--- src/rtl/vga_pkg.sv ---
// Shared types and widths for the VGA line-buffer feeder.
package vga_pkg;

  localparam int BUF_ADDR_W = 11;
  localparam int PIX_W      = 10;
  localparam int LINE_W     = 10;

  typedef enum logic [1:0] {
    ST_IDLE,
    ST_FETCH,
    ST_DRAIN
  } fetch_state_e;

endpackage

--- src/rtl/vga_line_fetch.sv ---
// Fetches one scanline from framebuffer memory into the ping-pong line buffer.
// Define PIXEL_DOUBLE_EN to fetch half-width lines and write each pixel twice.
module vga_line_fetch
  import vga_pkg::*;
#(
  parameter int unsigned       COLOR_DEPTH = 8,
  parameter int unsigned       H_PIXELS    = 640,
  parameter int unsigned       V_LINES     = 480,
  parameter int unsigned       ADDR_W      = 24,
  parameter logic [ADDR_W-1:0] FB_BASE     = 'h001000
) (
  input  logic                   sys_clk,
  input  logic                   rst,
  input  logic                   enable,
  input  logic                   line_start,
  input  logic [LINE_W-1:0]      line_num,
  output logic                   mem_req,
  output logic [ADDR_W-1:0]      mem_addr,
  input  logic                   mem_ack,
  input  logic [COLOR_DEPTH-1:0] mem_rdata,
  output logic [BUF_ADDR_W-1:0]  buf_addr,
  output logic [COLOR_DEPTH-1:0] buf_wdat,
  output logic                   buf_we,
  output logic                   busy,
  output logic                   done,
  output logic                   overrun
);

`ifdef PIXEL_DOUBLE_EN
  localparam int unsigned FETCH_N = H_PIXELS / 2;
`else
  localparam int unsigned FETCH_N = H_PIXELS;
`endif
  localparam logic [PIX_W-1:0] LAST_FETCH = PIX_W'(FETCH_N - 1);

  fetch_state_e           state_q;
  logic                   bank_q;
  logic [PIX_W-1:0]       pix_q;
  logic                   mem_req_q;
  logic [ADDR_W-1:0]      mem_addr_q;
  logic                   busy_q;
  logic                   buf_we_q;
  logic [BUF_ADDR_W-1:0]  buf_addr_q;
  logic [COLOR_DEPTH-1:0] buf_wdat_q;
  logic                   done_q;
  logic                   overrun_q;
`ifdef PIXEL_DOUBLE_EN
  logic                   dbl_q;
`endif

  logic [ADDR_W-1:0] line_base;
  logic              trigger;

  // Constant-coefficient multiply; wraps at ADDR_W by design.
`ifdef PIXEL_DOUBLE_EN
  assign line_base = FB_BASE + ADDR_W'(line_num >> 1) * ADDR_W'(FETCH_N);
`else
  assign line_base = FB_BASE + ADDR_W'(line_num) * ADDR_W'(H_PIXELS);
`endif

  assign trigger = line_start && enable && (32'(line_num) < V_LINES);

  // NOTE: all state uses non-blocking assignments so every register samples
  // the pre-edge values; buf_we/done default low here so they only pulse.
  always_ff @(posedge sys_clk) begin
    if (rst) begin
      state_q    <= ST_IDLE;
      bank_q     <= 1'b0;
      pix_q      <= '0;
      mem_req_q  <= 1'b0;
      mem_addr_q <= '0;
      busy_q     <= 1'b0;
      buf_we_q   <= 1'b0;
      buf_addr_q <= '0;
      buf_wdat_q <= '0;
      done_q     <= 1'b0;
      overrun_q  <= 1'b0;
`ifdef PIXEL_DOUBLE_EN
      dbl_q      <= 1'b0;
`endif
    end else begin
      buf_we_q <= 1'b0;
      done_q   <= 1'b0;

      if (!enable)                  overrun_q <= 1'b0;
      else if (line_start && busy_q) overrun_q <= 1'b1;

      case (state_q)
        ST_IDLE: begin
          if (trigger) begin
            bank_q     <= line_num[0];
            pix_q      <= '0;
            mem_addr_q <= line_base;
            mem_req_q  <= 1'b1;
            busy_q     <= 1'b1;
            state_q    <= ST_FETCH;
          end
        end

        ST_FETCH: begin
`ifdef PIXEL_DOUBLE_EN
          // Second copy of the captured pixel; request resumes afterwards.
          if (dbl_q) begin
            buf_we_q      <= 1'b1;
            buf_addr_q[0] <= 1'b1;
            dbl_q         <= 1'b0;
            if (!enable) begin
              busy_q  <= 1'b0;
              state_q <= ST_IDLE;
            end else begin
              mem_req_q <= 1'b1;
            end
          end else
`endif
          if (mem_req_q && mem_ack) begin
            buf_we_q   <= 1'b1;
            buf_wdat_q <= mem_rdata;
            pix_q      <= pix_q + 1'b1;
            mem_addr_q <= mem_addr_q + 1'b1;
`ifdef PIXEL_DOUBLE_EN
            buf_addr_q <= {bank_q, pix_q[PIX_W-2:0], 1'b0};
            dbl_q      <= 1'b1;
            mem_req_q  <= 1'b0;
            if (enable && pix_q == LAST_FETCH) state_q <= ST_DRAIN;
`else
            buf_addr_q <= {bank_q, pix_q};
            if (!enable) begin
              // Abort: the acked pixel is still written, but no done.
              mem_req_q <= 1'b0;
              busy_q    <= 1'b0;
              state_q   <= ST_IDLE;
            end else if (pix_q == LAST_FETCH) begin
              mem_req_q <= 1'b0;
              done_q    <= 1'b1;
              state_q   <= ST_DRAIN;
            end
`endif
          end
        end

        ST_DRAIN: begin
`ifdef PIXEL_DOUBLE_EN
          if (dbl_q) begin
            buf_we_q      <= 1'b1;
            buf_addr_q[0] <= 1'b1;
            dbl_q         <= 1'b0;
            done_q        <= 1'b1;
          end else
`endif
          begin
            busy_q  <= 1'b0;
            state_q <= ST_IDLE;
          end
        end

        default: state_q <= ST_IDLE;
      endcase
    end
  end

  assign mem_req  = mem_req_q;
  assign mem_addr = mem_addr_q;
  assign buf_addr = buf_addr_q;
  assign buf_wdat = buf_wdat_q;
  assign buf_we   = buf_we_q;
  assign busy     = busy_q;
  assign done     = done_q;
  assign overrun  = overrun_q;

endmodule

--- config.mk ---
export PLATFORM = sky130hd
export DESIGN_NAME = vga_line_fetch
export DESIGN_NICKNAME = d
export VERILOG_FILES = /design/src/rtl/vga_pkg.sv /design/src/rtl/vga_line_fetch.sv
export SDC_FILE = /design/constraint.sdc
export NUM_CORES = 1
export LEC_CHECK = 0
export ABC_AREA = 1
export CORE_MARGIN = 2
export CORE_UTILIZATION = 42
export CTS_CLUSTER_SIZE = 16
export DETAILED_ROUTE_END_ITERATION = 10
export GPL_TIMING_DRIVEN = 0
export PLACE_DENSITY = 0.78
export RECOVER_POWER = 50
export SYNTH_ARGS = -nofsm -noshare
export SYNTH_HDL_FRONTEND = slang
export SYNTH_SLANG_ARGS = --single-unit
export TNS_END_PERCENT = 5
--- constraint.sdc ---
create_clock -name sys_clk -period 2.2 [get_ports sys_clk]
set_clock_uncertainty 0.15 [all_clocks]
set_input_delay 0.22 -clock sys_clk [delete_from_list [all_inputs] [get_ports sys_clk]]
set_output_delay 0.22 -clock sys_clk [all_outputs]
set_load 0.05 [all_outputs]
# ---- Word level (Yosys, flattened, before mapping)
# Cells that the tools add are included.
dict set report classes {
  n_eq_ne 7
  mux 21
  add_sub_neg 3
  multipliers 1
  order_cmp 1
  bitwise_logic 3
  reduce_logical 16
}
# op n
set op_table {}
lappend op_table {{24-bit 2-to-1 mux} 2}
lappend op_table {{24-bit one-hot mux with 2 select lines} 1}
lappend op_table {{24-bit by 1-bit adder with 24-bit output, second input constant} 1}
lappend op_table {{13-bit by 20-bit adder with 21-bit output, first input constant} 1}
lappend op_table {{10-bit 2-to-1 mux} 2}
lappend op_table {{10-bit one-hot mux with 2 select lines} 1}
lappend op_table {{10-bit by 3-bit multiplier with 13-bit output, second input constant} 1}
lappend op_table {{10-bit by 1-bit adder with 10-bit output, second input constant} 1}
lappend op_table {{10-bit == test, second input constant} 1}
lappend op_table {{10-bit by 9-bit < comparator with 1-bit output, second input constant} 1}
lappend op_table {{1-bit 2-to-1 mux} 8}
lappend op_table {{2-bit 2-to-1 mux} 4}
lappend op_table {{4-bit AND reduction} 2}
lappend op_table {{2-bit != test, second input constant} 3}
lappend op_table {{3-bit AND reduction} 2}
lappend op_table {{1-bit logical AND} 4}
lappend op_table {{2-bit one-hot mux with 2 select lines} 1}
lappend op_table {{2-bit AND reduction} 2}
lappend op_table {{2-bit OR reduction} 2}
lappend op_table {{4-bit OR reduction} 1}
lappend op_table {{3-bit != test, second input constant} 1}
lappend op_table {{1-bit inverter} 3}
lappend op_table {{1-bit one-hot mux with 3 select lines} 1}
lappend op_table {{3-bit nonzero test} 1}
lappend op_table {{5 further kinds} 5}
dict set report word_totals {
  elab_cells 63
  regBits 61
  output_inout_bits 48
  inputBits 23
}

# ---- Longest topological paths before layout
# Gate-level depths: netlist of run 1.
dict set report depth {
  ltp_word 5
  ltp_mapped 15
  depth_no_buf 15
}

# ---- Worst setup path after synthesis of run 1
# OpenSTA, ideal clock, no wires.
dict set report synth_timing {
  path_kind {input port to flip-flop}
  startpoint {input line_num[1]}
  endpoint {register mem_addr_q[18], in the netlist mem_addr[18]}
  path_buffers 0
  path_stages 12
  required_ns 1.941
  arrival_ns 2.028
  path_slack_ns -0.087
  setup_time_ns 0.109
  path_cell_list {ha_1 > ha_1 > fa_1 > xor2_2 > ha_1 > inv_1 > nor2_1 > nand2_1 > o21ai_1 > nand3_1 > nand2_1 > inv_1}
}
dict set report synth_between {
  elab_chain_len 4
  elab_cells_between_ends 8
  cone_classes {add/sub: 1; mul: 1; order compare: 1; eq/ne: 1; mux: 2; reduce/logical: 2}
}
# element line
set synth_lines {}
lappend synth_lines {{start, declared} vga_line_fetch.sv:16} ;# input logic [LINE_W-1:0] line_num,
lappend synth_lines {{10-bit by 3-bit multiplier with 13-bit output or 10-bit by 9-bit < comparator with 1-bit output (tied branches)} {vga_line_fetch.sv:58, vga_line_fetch.sv:61}}
lappend synth_lines {{13-bit by 20-bit adder with 21-bit output or 1-bit logical AND (tied branches)} {vga_line_fetch.sv:58, vga_line_fetch.sv:61}}
lappend synth_lines {{24-bit 2-to-1 mux or 2-bit != test (tied branches)} --}
lappend synth_lines {{24-bit one-hot mux with 2 select lines or 3-bit AND reduction (tied branches)} --}
lappend synth_lines {{end signal, assigned} vga_line_fetch.sv:93} ;# mem_addr_q <= line_base;
lappend synth_lines {{end signal, assigned} vga_line_fetch.sv:119} ;# mem_addr_q <= mem_addr_q + 1'b1;
lappend synth_lines {{end, declared} vga_line_fetch.sv:40} ;# logic [ADDR_W-1:0] mem_addr_q;
# Parallel ways exist; a longest one is shown, timed or not. The select of a mux whose other input is x is not followed.
# A chain may end at the register's enable or synchronous reset.

# ---- Worst setup path after layout of run 1
dict set report layout_timing {
  startpoint {input line_num[0]}
  endpoint {register mem_addr_q[16], in the netlist mem_addr[16]}
}
# The elaborated chain is that of the path after synthesis.

==> results.md, run 1 <==
* Status: finished clean
* Net Sw Frac at 0.3972
* Initial DRC count at ~320
* GRT overflow at 0
* # Max-Cap Violations at 0
* Share of cells above drive strength 1 at 0.1230
* Initial antenna violation count at 0
* Dpl ws at -0.6680 ns
* Sequential cell area at 0.001222 sq mm
* Clk_lat worst skew at 0.35 ns
* Largest net degree at the start of global routing at 12
* Setup-failing EPs final at 0
* Pre-Repair DR Iteration Count at 5
* Achievable Freq at 0.4682 GHz
* Initial Util at 0.4279
* Hold-fix buffers, CTS at 0
* Final Hold Fails at 0
* Clock Path Buffers at 2
* Drt drc at 0
* Detailed-route wire length at 10.49 mm
* Synth Net Count at around 590
* WL per Instance at approximately 14 um
* Yosys reg bits at 61
* Total track usage at 0.2168
* EDFF count, synth at 0
* WP data required at 2.33 ns
* Worst-path clk slew at ~0.070 ns
* # diodes at 0
* Peak supply drop at between 0.4 and 0.5 mV
* Cell-internal power at approximately 0.0023 W
* Slew headroom at 0.6347
* Area Overhead vs Synth at 33.11%
* Die X at 97.57 um
* Via count at between 4k and 5k
* Leak pwr at 1.967 nW
* Setup Crit Path Kind: input pin to flop
* # nets final at a little under 700
* Largest fanout on the critical path at 3
* Core area at roughly 0.0086 sq mm
* Hold crit path type: input pin to flop
* Port bufs at 69
* Final WS setup at 0.06421 ns
* Synth cell types at 41
* H-tree Lvls at 3
* Max-slew violation count at 0
* CTS tree: built
* Gate Count Post-Synth at around 550
* Final period util at 0.9708
* P_sw at 0.001537 W
* First-pass GRT wire length at 17.20 mm
* CTS Buf Count at 9
* Post-synth ARST share at 0
* Comb pwr share at 0.374
* Post-layout minimum cycle time at 2.136 ns
* Overall power at 0.003869 W
* Main flop type after synthesis: dfxtp_1
* Die span in y at 97.57 um
* Via density at 5.434
* Worst-Margin Slew at 0.5462 ns
* Critical path arrival at approximately 2.3 ns
* Synth warn at 0
* Multi-input logic area at 0.002328 sq mm
* Row cnt at 34
* Full die area at 0.009520 sq mm
* Gpl congestion at 0.8917
* Worst hold margin at 0.1526 ns
* Ports at 71
* DP Wirelength at 7.739 mm
* RSZ-0062 raised after global routing: yes
* Reg power frac at 0.339
* Total Neg Setup Slack at 0 ns
* Post-synthesis sequential area ratio at 0.3321
* Critical path launch point type: input pin
* Root buf cell: clkbuf_8
* Clock power share at 0.286
* CP endpoint kind: flop
* Post-route ant nets at 0
* Vias in the first global route at 3846
* Mapped cell area at 0.003677 sq mm
* Syn Area/Cell at 6.735 sq um
* Power Dens Cells at 790.4 mW/mm^2
* Clock Sinks at 61
* Fillers at 807
-- kinds of logic (layout without fill, tap and decap cells) --
logic type | Yosys count | after routing | share of synthesized area
xor+xnor | 2 | 2 | 0.006807
compound gates | 104 | 104 | 0.1531
flops | 61 | 61 | 0.3321
simple gates | 283 | 283 | 0.3467
buf+inv | 73 | 161 | 0.08098
fa+ha+maj | 23 | 23 | 0.08030
-- cell type report --
class / count / share of cell area
Clock buffer: 10 / 0.02607
Tap cell: 108 / 0.02761
Timing Repair Buffer: 72 / 0.1421
Buffer: 18 / 0.01866
Inverter: 55 / 0.04218
Multi-Input combinational cell: 412 / 0.4757
Clock inverter: 6 / 0.01789
Sequential cell: 61 / 0.2497
-- repair_timing --
action / 4_1_cts / 5_1_grt
endpoints found under the setup margin: 7 / 18
buffers inserted: 2 / 1
resized for setup: 26 / 22
pin swaps: 10 / 7
-- power by group through the flow --
stage	combinational [W]	clock, W	sequential [W]
after floorplan	0.000713	0	0.00157
after global placement	0.00134	0	0.00133
after detailed placement	0.00137	0	0.00133
after CTS	0.00142	0.00113	0.00131
after global routing	0.00157	0.00116	0.00133
final	0.00145	0.00111	0.00131
-- state kept, by name, indices dropped and copies added (netlist names) --
| register | cells |
|---|---|
| pix_q | 10 |
| mem_addr | 24 |
| done | 1 |
| buf_wdat | 8 |
| state_q | 2 |
| overrun | 1 |
| buf_we | 1 |
| bank_q | 1 |
| busy | 1 |
| buf_addr | 11 |
| mem_req | 1 |
-- worst max-delay path: stages --
cell and delay [ns]:
clkdlybuf4s15_2 0.23, ha_2 0.21, ha_4 0.17, fa_2 0.40, xor2_2 0.22, ha_2 0.20
inv_1 0.04, nor2_1 0.10, nand2_1 0.11, xor2_1 0.14, nand2_1 0.09, a21oi_2 0.13
-- worst paths after layout --
check                            startpoint           end  slack (ns)  cells past startpoint
worst min-delay path            line_num[0]        bank_q        0.15                      3
worst max-delay path            line_num[0]  mem_addr[16]        0.06                     12
worst min register to register  buf_wdat[2]   buf_wdat[2]        0.31                      2
worst max register to register   state_q[1]  mem_addr[15]        0.11                      9
-- layer usage --
metal  GRT usage  vias to the layer above  part of all wire
met1      0.2451                     1868              0.40
met4     0.07372                        0             0.021
met5           0                        -                 0
met2      0.3947                      137              0.51
li1            -                     1998                 -
met3     0.05468                       29             0.071
-- per-stage QoR --
step	cell area [sq um]	util	cells
global placement	4511	0.5249	723
floorplan	3685	-	546
detailed placement	4511	0.5249	723
finish	4895	0.5696	742
global route	4895	0.5696	742
CTS	4850	0.5644	741
-- cell usage in the layout, fill, tap and decap left out, types with 2 or more instances in the layout --
cell / Yosys / layout
a21oi_1: 65 / 63
a21oi_2: 0 / 2
a31oi_1: 5 / 5
and2_1: 2 / 2
buf_1: 2 / 2
buf_2: 2 / 2
buf_4: 1 / 4
bufinv_16: 0 / 2
clkbuf_1: 11 / 12
clkbuf_2: 0 / 5
clkbuf_8: 1 / 10
clkdlybuf4s50_1: 0 / 27
clkinv_2: 0 / 2
clkinv_4: 0 / 2
dfxtp_1: 61 / 60
dlygate4sd3_1: 0 / 32
dlymetal6s2s_1: 0 / 3
ha_1: 22 / 8
ha_2: 0 / 3
ha_4: 0 / 11
inv_1: 44 / 44
inv_2: 10 / 10
nand2_1: 134 / 132
nand2_2: 5 / 7
nand3_1: 60 / 58
nand3_2: 1 / 3
nand3b_1: 5 / 5
nand4_1: 5 / 5
nor2_1: 44 / 44
nor2_2: 5 / 4
nor2_4: 1 / 2
nor3_1: 13 / 13
nor4_1: 2 / 2
o211ai_1: 5 / 5
o21a_1: 2 / 2
o21ai_0: 12 / 11
o21ai_1: 10 / 11
or2_0: 2 / 2
-- Yosys cell counts, types with 10 or more instances --
cell / n / area (sq um)
a21oi_1: 65 / 325.3
o21ai_0: 12 / 60.06
inv_2: 10 / 37.54
nand3_1: 60 / 300.3
nand2_1: 134 / 503.0
o21ai_1: 10 / 50.05
nor3_1: 13 / 65.06
clkbuf_1: 11 / 41.29
dfxtp_1: 61 / 1221
nor2_1: 44 / 165.2
ha_1: 22 / 275.3
inv_1: 44 / 165.2
(Power assumes the default switching activity.)
==> run 2: changes to the inputs <==
- CTS_CLUSTER_SIZE: 16 -> 20
==> results of run 2 <==
The final DEF is identical to that of run 1; final timing and power are the same.
